[src/rtl/sync_pkg.sv]
// Shared encodings and helpers for the multi-channel synchroniser / edge detector.
package sync_pkg;

   localparam int unsigned MODE_W = 2;

   localparam logic [MODE_W-1:0] EDGE_OFF  = 2'b00;
   localparam logic [MODE_W-1:0] EDGE_RISE = 2'b01;
   localparam logic [MODE_W-1:0] EDGE_FALL = 2'b10;
   localparam logic [MODE_W-1:0] EDGE_BOTH = 2'b11;

   // Bit 0 of the mode enables rising updates, bit 1 enables falling updates.
   function automatic logic edge_enabled(input logic [MODE_W-1:0] mode, input logic rising);
      return rising ? mode[0] : mode[1];
   endfunction

endpackage

[src/rtl/sync_edge_ch.sv]
// One channel: synchroniser chain, optional stability filter, edge pulse and sticky flag.
module sync_edge_ch
   import sync_pkg::*;
#(
   parameter int unsigned STAGES = 2,
   parameter int unsigned FILT   = 0
) (
   input  logic              clk,
   input  logic              rst,
   input  logic              i_d,
   input  logic [MODE_W-1:0] i_mode,
   input  logic              i_ev_clr,
   output logic              o_q,
   output logic              o_p,
   output logic              o_ev,
   output logic              o_p_next_c
);

   (* ASYNC_REG = "TRUE" *) logic [STAGES-1:0] r_sync;

   logic r_q;
   logic r_p;
   logic r_ev;
   logic w_s;
   logic w_upd;
   logic w_p_next;

   // Plain shift chain; nothing may sit between stages.
   always_ff @(posedge clk or posedge rst) begin
      if (rst) begin
         r_sync <= '0;
      end else begin
         r_sync <= {r_sync[STAGES-2:0], i_d};
      end
   end

   assign w_s = r_sync[STAGES-1];

   if (FILT <= 1) begin : g_bypass
      assign w_upd = w_s ^ r_q;
   end else begin : g_filt
      localparam int unsigned      CNT_W    = $clog2(FILT + 1);
      localparam logic [CNT_W-1:0] CNT_LAST = CNT_W'(FILT - 1);

      logic [CNT_W-1:0] r_cnt;

      assign w_upd = (w_s != r_q) && (r_cnt == CNT_LAST);

      // Any cycle of agreement restarts the count, so short pulses are dropped.
      always_ff @(posedge clk or posedge rst) begin
         if (rst) begin
            r_cnt <= '0;
         end else if ((w_s == r_q) || w_upd) begin
            r_cnt <= '0;
         end else begin
            r_cnt <= r_cnt + CNT_W'(1);
         end
      end
   end

   // The new level (w_s) decides the edge direction; mode only matters on updates.
   assign w_p_next = w_upd & edge_enabled(i_mode, w_s);

   always_ff @(posedge clk or posedge rst) begin
      if (rst) begin
         r_q  <= 1'b0;
         r_p  <= 1'b0;
         r_ev <= 1'b0;
      end else begin
         if (w_upd) begin
            r_q <= w_s;
         end
         r_p  <= w_p_next;
         r_ev <= (r_ev & ~i_ev_clr) | w_p_next;
      end
   end

   assign o_q        = r_q;
   assign o_p        = r_p;
   assign o_ev       = r_ev;
   assign o_p_next_c = w_p_next;

endmodule

[src/rtl/sync_edge_multi.sv]
// CH-channel synchroniser and edge detector with a registered any-pulse summary.
module sync_edge_multi
   import sync_pkg::*;
#(
   parameter int unsigned CH     = 4,
   parameter int unsigned STAGES = 2,
   parameter int unsigned FILT   = 0
) (
   input  logic                 clk,
   input  logic                 rst,
   input  logic [CH-1:0]        d,
   input  logic [MODE_W*CH-1:0] mode,
   input  logic [CH-1:0]        ev_clr,
   output logic [CH-1:0]        q,
   output logic [CH-1:0]        p,
   output logic [CH-1:0]        ev,
   output logic                 any_p
);

   logic [CH-1:0] w_p_next;
   logic          r_any_p;

   for (genvar i = 0; i < CH; i++) begin : g_ch
      sync_edge_ch #(
         .STAGES (STAGES),
         .FILT   (FILT)
      ) u_ch (
         .clk        (clk),
         .rst        (rst),
         .i_d        (d[i]),
         .i_mode     (mode[MODE_W*i +: MODE_W]),
         .i_ev_clr   (ev_clr[i]),
         .o_q        (q[i]),
         .o_p        (p[i]),
         .o_ev       (ev[i]),
         .o_p_next_c (w_p_next[i])
      );
   end

   // Built from the per-channel next-pulse terms so it lines up with p.
   always_ff @(posedge clk or posedge rst) begin
      if (rst) begin
         r_any_p <= 1'b0;
      end else begin
         r_any_p <= |w_p_next;
      end
   end

   assign any_p = r_any_p;

endmodule

[config.mk]
export PLATFORM = sky130hd
export DESIGN_NAME = sync_edge_multi
export DESIGN_NICKNAME = d
export VERILOG_FILES = /design/src/rtl/sync_pkg.sv /design/src/rtl/sync_edge_ch.sv /design/src/rtl/sync_edge_multi.sv
export SDC_FILE = /design/constraint.sdc
export NUM_CORES = 1
export LEC_CHECK = 0
export CAP_MARGIN = 25
export CORE_ASPECT_RATIO = 1.1
export CORE_MARGIN = 2
export CORE_UTILIZATION = 37
export DETAILED_ROUTE_END_ITERATION = 16
export PLACE_DENSITY = 0.73
export SYNTH_ARGS = -nofsm -noshare
export SYNTH_HDL_FRONTEND = slang
export SYNTH_SLANG_ARGS = --single-unit
export TNS_END_PERCENT = 5
[constraint.sdc]
create_clock -name clk -period 1.2 [get_ports clk]
set_input_delay 0.3 -clock clk [delete_from_list [all_inputs] [get_ports clk]]
set_output_delay 0.3 -clock clk [all_outputs]
set_load 0.05 [all_outputs]
==> results.yml <==
synth:
  yosysSeqAreaShare_pct: 68.63
  syn_area_sq_um: 765.7
  async_reset_ff_share_pct: 100.0
  synth_cells: 59
  synth_seq_cells: 21
  syn-num-nets: 77
  yosys-top-cells-area: "dfrtp_1, buf_4, nand3b_1"
  synth.largest_area_cell: "dfrtp_1"
  avgSynthCellArea_sq_um: 12.98
  synth_edf_count: 0
  ys_top_cells_by_count: "dfrtp_1, buf_4, inv_1, nand2_1, nand3b_1"
  netlist.area_leader.share_pct: 68.63
  synthFlopType: "dfrtp_1"
  synth_cell_types: 12
  synth.most_common_cell: "dfrtp_1"
  synth_warnings: 0
global_routing:
  antenna_found_initial: 0
  grt_pass1_vias: 502
  grtUsageTotal_pct: 12.61
  grt_remaining_overflow: 0
  grt_max_degree: 22
  grt_pass1_wl_mm: 2.132
clock_network:
  cts_buffers: 3
  cts_tree: "yes"
  clock_latency_ns: 0.29
  cts.clk_slew.worst_paths_ns: 0.11
  h-tree-depth: 1
  root_buffer: "clkbuf_4"
  cts_sinks: 21
  hold_buffers: 0
  clk_path_buf_depth: 2
critical_path:
  crit_required_ns: 0.90
  crit-reg2reg-launch: "g_ch[0].u_ch.o_q"
  regToRegSetupSlack_ns: -0.05
  cp_max_fo: 3
  start_kind: "flip-flop"
  critPathKind: "reg -> out"
  worstReg2RegEnd: "any_p"
  critPathCapture: "q[0]"
  r2r_cells: 3
  end_kind: "output pin"
  critPathArrivalTime_ns: 0.98
  critical_path.startpoint: "g_ch[0].u_ch.o_q"
placement:
  postPlaceCellArea_sq_um: 1194
  post-place-ws_ns: -0.3236
  place.gp.congestion: 0.5978
  io_buffers: 30
  dp_hpwl_mm: 1.028
timing:
  rsz0062_at_grt: "true"
  hold_viol_final: 0
  timing.final.ws_setup_ns: -0.08420
  tightest_slew_ns: 0.2383
  fmax_mhz: 778.7
  slew_violations: 0
  relSlewSlack_pct: 84.01
  fin_crit_sh_pct: 107.0
  skew_ns: 0.003854
  setup_viol: 4
  fin_crit_ns: 1.284
  hold_ws_ns: 0.3028
final_layout:
  antenna_cells: 0
  nFillCells: 165
  syn_to_final_growth_pct: 61.77
  multi_input_area_sq_um: 111.4
  fin_nets: 105
  regArea_sq_um: 525.5
  drive_gt1_share_pct: 32.56
  fin_area_sq_um: 1239
floorplan:
  dieHeight_um: 51.72
  io_pins: 31
  die_area_sq_um: 2450
  fp.dieW_um: 47.38
  initial_core_util_pct: 38.71
  core_area_sq_um: 1978
  rows: 17
route:
  dr_total_vias: 479
  finalWirelength_mm: 1.249
  vias_per_cell: 4.202
  wl_per_cell_um: 10.96
  route.detailed.drc: 0
  drtAntennaViolNets: 0
  detail_route.first_pass.iterations: 1
  first_iter_violations: 0
power_and_ir_drop:
  p_leak_nw: 0.5886
  power_mw: 1.531
  ir_worst_vdd_mv: 0.7645
  power-per-cell-area_nw_per_um2: 1236
status:
  violations: "negative setup slack"
  status: "finished, violations left"
hold_path:
  hold_path_class: "in -> async"
run:
  drv_cap: 0
## flip-flops by register name (all words and copies together) (netlist names)
register	flops
g_ch.u_ch.o_q	4
g_ch.u_ch.o_p	4
any_p	1
g_ch.u_ch.o_ev	4
g_ch.u_ch.r_sync	8
## what timing repair did
| action | 4_1_cts | 5_1_grt |
|---|---|---|
| buffers inserted | 2 | 0 |
| gates resized for setup | 3 | 0 |
| setup endpoints to repair | 8 | 10 |
| endpoints found under the hold margin | 0 | 0 |
## per-stage QoR
step	instances	TNS, ns	utilization (%)
after floorplan	59	0	-
after global placement	109	-0.4538	60.34
after detailed placement	109	-0.5826	60.34
after CTS	114	-0.3464	62.62
after global routing	114	-0.5688	62.62
final	114	-0.2799	62.62
## worst max-delay path: stages, from the launching register on
cell,delay (ns)
dfrtp_1,0.42
buf_6,0.13
buf_12,0.13
## layout make-up
type,instances,share of cell area [%]
multi-input combinational,17,8.990
clock buffer,4,2.121
sequential,21,42.42
timing repair buffer,39,42.12
inverter,5,1.515
tap,28,2.828
## cells in the final DEF, fill, tap and decap left out
cell type	count
buf_12	14
o21ai_1	2
a21o_1	3
or4_1	1
clkdlybuf4s50_1	17
nand3b_1	4
clkbuf_1	1
clkbuf_4	3
dfrtp_1	21
nand2_1	4
buf_4	5
o21ai_2	2
buf_6	3
inv_1	5
a21o_2	1
## logic make-up (layout without fill, tap and decap cells)
family	count (synthesis)	after routing	synth area share, %
and+or+nand+nor	9	9	6.863
buffers and inverters	21	48	16.83
DFF	21	21	68.63
AOI/OAI and AO/OA	8	8	7.680
## layer usage
metal  global-route usage [%]  up-vias  routed length, um
met5                        0        -                  0
met2                    21.62       20                718
li1                         -      225                  -
met3                    2.431        0                 88
met4                    6.944        0                  0
met1                    13.99      234                442
## worst min-delay path by stage
| stage | startpoint | endpoint | slack [ns] | cells after the start |
|---|---|---|---|---|
| after floorplan | rst | any_p | 0.28 | 1 |
| after global placement | g_ch[3].u_ch.r_sync[0] | g_ch[3].u_ch.r_sync[1] | 0.33 | 0 |
| after detailed placement | g_ch[3].u_ch.r_sync[0] | g_ch[3].u_ch.r_sync[1] | 0.34 | 0 |
| after CTS | rst | g_ch[0].u_ch.r_sync[0] | 0.29 | 3 |
| after global routing | rst | g_ch[3].u_ch.o_p | 0.31 | 3 |
| final | rst | g_ch[1].u_ch.o_q | 0.30 | 3 |
## power breakdown
group	switching, mW	internal (mW)
Combinational	0.186	0.228
Clock	0.190	0.129
Sequential	0.0419	0.756
(Power assumes the default switching activity.)
